<file path="config.mk">
export PLATFORM = sky130hd
export DESIGN_NAME = seq_multiplier_n
export DESIGN_NICKNAME = d
export VERILOG_FILES = /design/src/rtl/seq_multiplier_n.sv
export SDC_FILE = /design/constraint.sdc
export NUM_CORES = 1
export LEC_CHECK = 0
export CAP_MARGIN = 25
export CORE_MARGIN = 2
export CORE_UTILIZATION = 25
export DETAILED_ROUTE_END_ITERATION = 8
export GPL_TIMING_DRIVEN = 0
export PLACE_DENSITY = 0.54
export SYNTH_ARGS = -nofsm -noshare
export SYNTH_HDL_FRONTEND = slang
export SYNTH_SLANG_ARGS = --single-unit
</file>
<file path="constraint.sdc">
create_clock -name Clk -period 2.4 [get_ports Clk]
set_input_delay 0.6 -clock Clk [delete_from_list [all_inputs] [get_ports Clk]]
set_output_delay 0.6 -clock Clk [all_outputs]
set_load 0.01 [all_outputs]
</file>
<file path="src/rtl/seq_multiplier_n.sv">
// seq_multiplier_n: WIDTH-bit sequential shift-and-add multiplier with signed/unsigned mode and a Done pulse.
module seq_multiplier_n #(
  parameter int WIDTH = 8
) (
  input  logic                 Clk,
  input  logic                 Rst,
  input  logic                 St,
  input  logic                 Signed,
  input  logic [WIDTH-1:0]     Mplier,
  input  logic [WIDTH-1:0]     Mcand,
  output logic                 Busy,
  output logic                 Done,
  output logic [2*WIDTH-1:0]   Result
);
  localparam int CW = $clog2(WIDTH + 1);
  typedef enum logic [1:0] {IDLE, RUN, FIX} state_t;
  state_t             state, state_nx;
  logic [2*WIDTH:0]   p;
  logic [WIDTH-1:0]   m;
  logic [CW-1:0]      cnt;
  logic               sgn;
  logic [WIDTH:0]     acc;
  logic [WIDTH-1:0]   abs_mc, abs_mp;
  logic               last;
  // Signed operands are reduced to magnitudes; the sign is reapplied once in FIX.
  assign abs_mc = (Signed && Mcand[WIDTH-1]) ? -Mcand : Mcand;
  assign abs_mp = (Signed && Mplier[WIDTH-1]) ? -Mplier : Mplier;
  assign last   = cnt == CW'(WIDTH - 1);
  assign acc    = p[2*WIDTH:WIDTH] + (p[0] ? {1'b0, m} : {(WIDTH+1){1'b0}});
  assign Busy   = state != IDLE;
  always_comb begin
    state_nx = state;
    state_nx = state == IDLE ? (St ? RUN : IDLE) :
               state == RUN  ? (last ? FIX : RUN) : IDLE;
  end
  always_ff @(posedge Clk or posedge Rst) begin
    if (Rst) state <= IDLE;
    else     state <= state_nx;
  end
  always_ff @(posedge Clk or posedge Rst) begin
    if (Rst) begin
      p      <= '0;
      m      <= '0;
      cnt    <= '0;
      sgn    <= 1'b0;
      Result <= '0;
      Done   <= 1'b0;
    end else begin
      Done <= state == FIX;
      if (state == IDLE && St) begin
        m   <= abs_mc;
        p   <= {{(WIDTH+1){1'b0}}, abs_mp};
        sgn <= Signed & (Mcand[WIDTH-1] ^ Mplier[WIDTH-1]);
        cnt <= '0;
      end else if (state == RUN) begin
        p   <= {1'b0, acc, p[WIDTH-1:1]};
        cnt <= cnt + CW'(1);
      end else if (state == FIX) begin
        Result <= sgn ? -p[2*WIDTH-1:0] : p[2*WIDTH-1:0];
      end
    end
  end
endmodule

</file>
Word-level counts from Yosys, hierarchy flattened:

Index checks and enable logic that the tools add are counted.

* bits in registers: 49
* input bits: 20
* output and inout port bits: 18
* logic and storage cells: 38

* $add $sub $neg: 5
* equality and inequality tests: 3
* muxes and demuxes: 12
* bitwise operators: 4
* reductions and logical operators: 7

Operator list (number)
* $mux 17: 2
* $mux 8: 3
* $mux 16: 1
* $neg 16->16: 1
* $neg 8->8: 2
* $add 9x8->9: 1
* $mux 4: 2
* $mux 2: 3
* $add 4x1->4 const B: 1
* $eq 4x3->1 const B: 1
* $reduce_bool 2->1: 2
* $logic_and 1x1->1: 3
* $reduce_and 3->1: 1
* $eq 2x1->1 const B: 1
* $eq 2x2->1 const B: 1
* $logic_not 2->1: 1
* $not 1->1: 2
* $and 1x1->1: 1
* $mux 1: 1
* $xor 1x1->1: 1

Logic depth before layout (Yosys ltp):

Gate-level depths: netlist of run 1.

* word-level depth: 4
* gate-level depth with buffers: 8
* depth with buffers taken out: 8

Worst setup path after synthesis of run 1:

No wires, ideal clock.

* kind: reg2reg
* start point: reg p[0]
* end point: reg p[13]
* setup time: 0.135 ns
* arrival time: 2.058 ns
* setup slack: 0.207 ns
* stages on the path, launching flop included: 9
* buffers on the path: 0
* period minus slack after synthesis: 2.193 ns
* path through: dfrtp_1 > and2_1 > ha_1 > fa_1 > a21o_1 > a311o_1 > a21oi_1 > xor2_1 > o21ai_0

* word-level cells in the longest chain between the ends: 4

Ends and longest elaborated chain
* start, declared: line 18 `logic [2*WIDTH:0] p;`
* start signal, assigned: line 52 `p <= {{(WIDTH+1){1'b0}}, abs_mp};`
* start signal, assigned: line 56 `p <= {1'b0, acc, p[WIDTH-1:1]};`
* $mux 8: line 29 `assign acc = p[2*WIDTH:WIDTH] + (p[0] ? {1'b0, m} : {(WIDTH+1){1'b0}});`
* $add 9x8->9: line 29
* $mux 17: line 55 `end else if (state == RUN) begin`
* $mux 17: line 50 `if (state == IDLE && St) begin`

Every way passes these cells. The select of a mux whose other input is x is not followed.
A chain may end at the register's enable or synchronous reset.

Worst setup path in the final report of run 1:

Same ends and word-level chain as after synthesis.

==> flow_metrics.env, run 1 <==
export IMPL_pwr_share_seq_pct=37.9
export IMPL_ys_seq_area_share_pct=43.3
export IMPL_finalCritPeriodShare_pct=93.3
export IMPL_die_area_um2=12000
export IMPL_worst_endpoint_required_ns=2.58
export IMPL_coreArea_um2=10800
export IMPL_synth_nets=350
export IMPL_final_common_cell="nand2_1"
export IMPL_ys_ff_latch=48
export IMPL_grt_ovfl_total=0
export IMPL_hold_depth=2
export IMPL_fin_ws_ns=0.162
export IMPL_maxCapViolations=0
export IMPL_io_buffer_count=37
export IMPL_grt_pass1_vias=2342
export IMPL_clock_path_buffers=2
export IMPL_crit_chain="buf_4, and2_1, fa_2, a21o_1, a311o_1, a21oi_2, xor2_1, o21ai_0"
export IMPL_syn_area_um2=2780
export IMPL_hold_path_class="flop to flop"
export IMPL_synth_warnings=0
export IMPL_tightest_slew_ns=0.698
export IMPL_ctsHoldBuffers=0
export IMPL_combinationalPowerShare_pct=48.5
export IMPL_slowest_stage="dfrtp_2"
export IMPL_numCtsBuffers=5
export IMPL_ys_flop_type="dfrtp_1"
export IMPL_track_usage_pct=11.8
export IMPL_finalCriticalPeriod_ns=2.24
export IMPL_cp_max_fo=9
export IMPL_layoutNonFillerInstCount=504
export IMPL_yosys_cell_types_count=41
export IMPL_start_util_pct=25.6
export IMPL_area_growth_pct=24.5
export IMPL_drtIter0Drc=109
export IMPL_slew_violations=0
export IMPL_synth_edf_count=0
export IMPL_rows=38
export IMPL_avgSynthCellArea_um2=8.76
export IMPL_utilization_pct=31.9
export IMPL_viasPerCell=4.63
export IMPL_p_leak_nw=1.49
export IMPL_regToRegStartpoint="p[0]"
export IMPL_place_congestion=0.803
export IMPL_clock_latency_ns=0.31
export IMPL_ys_async_sr_fraction_pct=100
export IMPL_syn_inst=317
export IMPL_arrival_ns=2.42
export IMPL_mostFrequentLayoutCells="nand2_1, dfrtp_1, o21ai_0"
export IMPL_holdCritStartpoint="m[3]"
export IMPL_p_per_area_nw_per_um2=1120
export IMPL_power_mw=3.86
export IMPL_slowest_delay_ns=0.43
export IMPL_grt_pass1_wl_um=11100
export IMPL_path_class="flop to flop"
export IMPL_ir_drop_mv=0.363
export IMPL_reg2reg_depth=8
export IMPL_cts_htree_levels=2
export IMPL_rsz0062_at_grt="no"
export IMPL_pre_cts_slack_ns=-0.0669
export IMPL_first_pass_iters=4
export IMPL_cp_end_kind="flop"
export IMPL_path_delay_family="compound AO/OA/AOI/OAI gates"
export IMPL_worstSetupStartpointType="flop"
export IMPL_fin_nets=396
export IMPL_die_w_um=109
export IMPL_finish_instance_area_um2=3460
export IMPL_rr_endpoint="p[13]"
export IMPL_wl_per_cell_um=12.8
export IMPL_die_h_um=109
export IMPL_routed_via_count=2335
export IMPL_swShare_pct=42.2
export IMPL_root_buffer="clkbuf_8"
export IMPL_antenna_cells=0
export IMPL_r2r_slack_ns=0.16
export IMPL_cts_num_sinks=48
export IMPL_fin_skew_ns=0.0117
export IMPL_status="finished clean"
export IMPL_timing_final_hold_violations=0
export IMPL_grt_start_max_net_pins=31
export IMPL_finalSetupTns_ns=0
export IMPL_hold_slack_ns=0.484
export IMPL_cts_tree="built"
export IMPL_power_internal_mw=2.23
export IMPL_placedCellCount=495
export IMPL_crit_buf_inv=1
export IMPL_io_pins=38
export IMPL_max_slew_margin_rel_pct=53.1
export IMPL_clk_pin_slew_worst_paths_ns=0.10
export IMPL_placed_area_um2=3340
export IMPL_dp_hpwl_um=5040
export IMPL_pwr_share_clk_pct=13.6
export IMPL_setup_violations=0
export IMPL_final_layout_size_suffix_gt1_share_pct=5.49
export IMPL_postRouteAntennaNets=0
export IMPL_antenna_found_initial=0
export IMPL_min_to="m[3]"
export IMPL_drcViolationCount=0
export IMPL_fmax_mhz=447
export IMPL_p_switching_mw=1.63
export IMPL_wirelength_um=6440
-- how the worst max path moves through the flow --
stage	from	endpoint	slack, ns	depth (start not counted)
floorplan	p[0]	p[13]	0.21	8
global placement	Rst	m[2]	-0.35	2
detailed placement	p[0]	p[13]	-0.07	8
CTS	p[0]	p[13]	0.02	8
global route	p[0]	p[13]	0.05	8
finish	p[0]	p[13]	0.16	8
-- state kept, by name, indices dropped and copies added (netlist names) --
signal  cells
Result     16
Done        1
m           8
sgn         1
p          16
cnt         4
state       2
-- metal layers --
layer	vias up	share of wire (%)	global-route usage, %
li1	1182	-	-
met1	1089	50	15.9
met2	50	43	18.9
met3	14	4.7	2.37
met4	0	2.1	3.89
met5	-	0	0
-- worst register-to-register path: cells and delay by family (launching register included) --
kind | cells | cell delay (ns)
AND/OR/NAND/NOR | 1 | 0.18
AO/OA/AOI/OAI | 4 | 0.80
XOR/XNOR | 1 | 0.16
buffers and inverters | 1 | 0.17
adder cells (fa/ha/maj) | 1 | 0.38
flip-flops | 1 | 0.43
-- cells in the mapped netlist (all sizes together), types with 2 or more instances --
library cell  count  area share [%]
nand2            58             7.8
dfrtp            48              43
o21ai            44             7.9
xor2             23             7.3
nor2             19             2.6
ha               12             5.4
nand3            12             2.2
inv              11             1.5
and2             10             2.3
clkbuf           10             1.4
a31oi             9             2.0
a21oi             8             1.4
o31ai             7             2.4
xnor2             7             2.2
buf               4            0.86
nand2b            4            0.90
nor3              4            0.72
or3               4             1.1
a211oi            3            0.81
a21o              2            0.54
mux2i             2            0.72
nor2b             2            0.45
nor4              2            0.45
-- cells by family after synthesis --
family | synth area share [%]
adder cells (fa/ha/maj) | 6.13
flip-flops | 43.3
AO/OA/AOI/OAI | 16.9
multiplexers | 0.721
AND/OR/NAND/NOR | 19.9
buffers and inverters | 3.70
XOR/XNOR | 9.46
-- power by group through the flow --
stage,Combinational [mW],Clock (mW),Sequential [mW]
4_1_cts,1.89,0.541,1.46
6_report,1.87,0.524,1.46
3_3_place_gp,1.81,0,1.48
3_5_place_dp,1.85,0,1.49
5_1_grt,2.15,0.566,1.52
2_1_floorplan,1.24,0,1.44
-- repair_timing --
| item | 4_1_cts | 5_1_grt |
|---|---|---|
| resized for setup | 1 | 3 |
| setup endpoints to repair | 2 | 1 |
| buffers inserted | 1 | 0 |
-- cell type report --
cell class | count | area, um2
Clock buffer | 6 | 82.6
Timing Repair Buffer | 39 | 398
Multi-Input combinational cell | 244 | 1480
Clock inverter | 2 | 13.8
Inverter | 11 | 41.3
Fill cell | 1211 | 7380
Buffer | 14 | 61.3
Tap cell | 140 | 175
Sequential cell | 48 | 1200
(Power assumes the default switching activity.)
==> run 2: changes to the inputs <==
--- a/config.mk
+++ b/config.mk
@@ -6,8 +6,9 @@
 export NUM_CORES = 1
 export LEC_CHECK = 0
 export CAP_MARGIN = 25
-export CORE_MARGIN = 2
+export CORE_MARGIN = 8
 export CORE_UTILIZATION = 25
+export CTS_CLUSTER_DIAMETER = 50
 export DETAILED_ROUTE_END_ITERATION = 8
 export GPL_TIMING_DRIVEN = 0
 export PLACE_DENSITY = 0.54
==> run 2 against run 1 <==
Die area rose by 23%; fmax fell by 2.3%; register-to-register slack got worse by 0.05 ns; first-iteration DRC count rose by 39%; clock-buffer cell count fell by 1; critical endpoint unchanged; largest power group unchanged.
==> flow_metrics.env, run 2 (synthesis results as in run 1) <==
export IMPL_p_switching_mw=1.64
export IMPL_largestRegisters="Result (16), p (16), m (8)"
export IMPL_coreArea_um2=10800
export IMPL_clock_path_buffers=2
export IMPL_ctsHoldBuffers=0
export IMPL_grt_start_max_net_pins=31
export IMPL_wl_per_cell_um=13.2
export IMPL_place_congestion=0.830
export IMPL_pwr_share_seq_pct=37.0
export IMPL_cp_end_kind="flop"
export IMPL_hold_path_class="flop to flop"
export IMPL_ir_drop_mv=0.393
export IMPL_finalCriticalPeriod_ns=2.29
export IMPL_io_pins=38
export IMPL_routed_via_count=2323
export IMPL_drtIter0Drc=152
export IMPL_utilization_pct=32.1
export IMPL_clock_latency_ns=0.30
export IMPL_antenna_found_initial=0
export IMPL_cp_max_fo=3
export IMPL_postRouteAntennaNets=0
export IMPL_viasPerCell=4.60
export IMPL_area_growth_pct=25.3
export IMPL_cts_tree="built"
export IMPL_maxCapViolations=0
export IMPL_hold_depth=1
export IMPL_combinationalPowerShare_pct=47.8
export IMPL_grt_pass1_vias=2304
export IMPL_rows=38
export IMPL_cts_htree_levels=2
export IMPL_status="finished clean"
export IMPL_rr_endpoint="p[13]"
export IMPL_arrival_ns=2.46
export IMPL_rsz0062_at_grt="no"
export IMPL_drcViolationCount=0
export IMPL_die_h_um=121
export IMPL_r2r_slack_ns=0.11
export IMPL_reg2reg_depth=8
export IMPL_setup_violations=0
export IMPL_worstSetupStartpointType="flop"
export IMPL_max_slew_margin_rel_pct=52.8
export IMPL_p_leak_nw=1.50
export IMPL_track_usage_pct=9.32
export IMPL_io_buffer_count=37
export IMPL_fin_skew_ns=0.00629
export IMPL_finalCritPeriodShare_pct=95.5
export IMPL_wirelength_um=6660
export IMPL_path_class="flop to flop"
export IMPL_antenna_cells=0
export IMPL_die_area_um2=14700
export IMPL_root_buffer="clkbuf_8"
export IMPL_mostFrequentLayoutCells="nand2_1, dfrtp_1, o21ai_0"
export IMPL_p_per_area_nw_per_um2=1140
export IMPL_die_w_um=121
export IMPL_first_pass_iters=6
export IMPL_clk_pin_slew_worst_paths_ns=0.09
export IMPL_fmax_mhz=437
export IMPL_start_util_pct=25.6
export IMPL_final_common_cell="nand2_1"
export IMPL_min_to="state[1]"
export IMPL_n_fill_cell=1143
export IMPL_fin_nets=397
export IMPL_power_mw=3.96
export IMPL_timing_final_hold_violations=0
export IMPL_holdCritStartpoint="cnt[3]"
export IMPL_grt_pass1_wl_um=11200
export IMPL_grt_ovfl_total=0
export IMPL_power_internal_mw=2.32
export IMPL_slew_violations=0
export IMPL_cp_startpoint="p[0]"
export IMPL_swShare_pct=41.4
export IMPL_regToRegStartpoint="p[0]"
export IMPL_cts_num_sinks=48
export IMPL_tightest_slew_ns=0.701
export IMPL_worst_endpoint_required_ns=2.57
export IMPL_final_layout_size_suffix_gt1_share_pct=5.48
export IMPL_dp_hpwl_um=5210
export IMPL_pwr_share_clk_pct=15.2
export IMPL_numCtsBuffers=5
-- run 2: worst max-delay path by stage --
stage,to,slack [ns],cells past startpoint
finish,p[13],0.11,8
global route,p[13],0.002,8
CTS,p[13],0.03,8
detailed placement,p[13],-0.05,8
global placement,m[1],-0.34,2
floorplan,p[13],0.21,8
-- run 2: stage by stage --
step	hold slack, ns	instances	cell area (um2)	setup TNS (ns)	setup slack, ns
after detailed placement	0.464	495	3340	-0.0517	-0.0517
after CTS	0.479	505	3470	0	0.0295
after global routing	0.492	505	3480	0	0.00250
after global placement	0.459	494	3320	-16.22	-0.341
final	0.476	505	3480	0	0.109
after floorplan	0.438	317	2780	0	0.207
-- run 2: cell type report --
cell class / instances / area (um2) / area share [%]
Tap cell: 140 / 175 / 5.03
Clock buffer: 5 / 68.8 / 1.98
Inverter: 11 / 41.3 / 1.19
Buffer: 14 / 61.3 / 1.76
Multi-Input combinational cell: 244 / 1480 / 42.5
Clock inverter: 3 / 46.3 / 1.33
Sequential cell: 48 / 1200 / 34.6
Timing Repair Buffer: 40 / 405 / 11.7
-- run 2: routing by layer --
metal	vias to the layer above	GRT usage, %	share of wire (%)
li1	1190	-	-
met4	0	2.78	1.3
met3	9	2.42	4.8
met2	45	14.2	43
met5	-	0	0
met1	1079	12.7	51
-- run 2: repair_timing --
action                                  4_1_cts  5_1_grt
endpoints found under the setup margin        2        2
buffers inserted                              2        0
gates resized for setup                       1        2
-- run 2: critical path, cell delays in order (launching register included) --
cell,delay (ns)
dfrtp_2,0.44
and2_1,0.16
ha_1,0.24
fa_2,0.37
a21o_1,0.18
a311o_1,0.37
a21oi_2,0.17
xor2_1,0.15
o21ai_0,0.09
-- run 2: power groups by stage --
stage	clock [mW]	sequential [mW]	combinational (mW)
global placement	0	1.48	1.82
finish	0.603	1.46	1.89
global route	0.649	1.52	2.17
detailed placement	0	1.49	1.85
CTS	0.616	1.46	1.91
floorplan	0	1.44	1.24
==> RTL edit, RTL diff (flow settings as in run 2) <==
The parameter `WIDTH` goes from 8 to 4.
--- a/src/rtl/seq_multiplier_n.sv
+++ b/src/rtl/seq_multiplier_n.sv
@@ -1,5 +1,5 @@
 // seq_multiplier_n: WIDTH-bit sequential shift-and-add multiplier with signed/unsigned mode and a Done pulse.
 module seq_multiplier_n #(
-  parameter int WIDTH = 8
+  parameter int WIDTH = 4
 ) (
   input  logic                 Clk,
Ports: changed (resized Mcand, Mplier and Result); port bits go from 38 to 22. No check against the original RTL was run, so the function may have changed too.
==> RTL edit against run 2 <==
- clock skew decreased by 0.0027 ns
- area after synthesis decreased by 46%
- final area decreased by 46%
- setup slack improved by 0.18 ns
- utilization about the same
- total power decreased by 45%
- wire length decreased by 54%
- sequential cell count decreased by 21
- largest cell class unchanged
==> RTL edit: results <==
group,metric,value,unit
cts,htree_levels,1,
synthesis,syn_nets,180,
routing,m1WireLength,1600,um
timing,hold_ws,0.4880,ns
worst_setup_path,r2r_slack,0.65,ns
routing,totalWireLength,3032,um
synthesis,synth_cell_types,35,
worst_setup_path,path_delay_family,"buffers and inverters",
timing,fin_ws,0.2846,ns
synthesis,yosys-top-cells-area,"dfrtp_1 45%, ha_1 7.4%, o21ai_1 6.3%, nand2_1 5.7%, xor2_1 3.5%",
worst_setup_path,worstRegToRegCells,7,
cts,ctsResizeCount,0,
final_layout,nFillCells,628,
synthesis,seq_area_frac_synth,44.67,%
timing,finClkSkew,0.003615,ns
status,status,"finished, final reports clean",
worst_setup_path,critPathArrivalTime,1.52,ns
worst_hold_path,hp-start,"m[2]",
worst_hold_path,hold_depth,2,
worst_setup_path,crit_start,"state[0]",
synthesis,synth_compound_area_share,15.30,%
power,ir_drop,0.3581,mV
worst_hold_path,hold_end,"m[2]",
power,p_leak,0.0008535,uW
place,io_buffers,21,
power,power.density,1150,nW/um2
final_layout,drive_above_1_share,7.609,%
routing,drt_iter0_markers,95,
worst_setup_path,cpPeakStageDelay,0.47,ns
place,routabilityCongestion,0.7623,
place,post-place-ws,0.2397,ns
worst_setup_path,cp_max_fo,10,
synthesis,synth_fa_ha_area_share,8.768,%
cts,cts_inserted_buffers,3,
routing,dr_wl_met3,127,um
routing,viasPerCell,4.378,
worst_setup_path,reg2reg_to,"p[7]",
grt,track_usage,7.241,%
synthesis,synth_xor_area_share,6.369,%
worst_setup_path,cp-endpoint,"Busy",
final_layout,nets,207,
synthesis,synthCells,158,
worst_setup_path,crit_slowest_cell,"clkdlybuf4s50_1",
synthesis,muxShareOfSynthArea,1.985,%
cts,post_cts_buffers,0,
synthesis,yosys-top-cells-count,"27 x dfrtp_1, 23 x nand2_1, 19 x o21ai_1",
[RTL edit: cell count changes in the layout (fill, tap and decap cells not counted), moves of 7 or more]
| cell | delta |
|---|---|
| o21ai_1 | +16 |
| clkdlybuf4s50_1 | -16 |
| and2_1 | -7 |
| nor2_1 | -12 |
| xor2_1 | -17 |
| nand2_1 | -35 |
| o21ai_0 | -40 |
| clkbuf_1 | -8 |
| nand3_1 | -9 |
| a31oi_1 | -9 |
| dfrtp_1 | -20 |
[RTL edit: cell type report]
cell class | instances | share of cell area, %
buffer | 6 | 2.383
multi-input combinational | 111 | 39.11
clock buffer | 3 | 2.184
tap | 75 | 4.964
clock inverter | 1 | 0.2647
sequential | 27 | 35.74
inverter | 14 | 2.780
timing repair buffer | 22 | 12.57
[RTL edit: report_power, final]
part,internal [uW],switching [uW]
Combinational,534,535
Clock,117,147
Sequential,661,181
[RTL edit: routing by layer]
metal	track usage [%]	up-vias
li1	-	586
met5	0	-
met4	3.963	0
met3	1.119	5
met2	10.74	23
met1	9.791	520
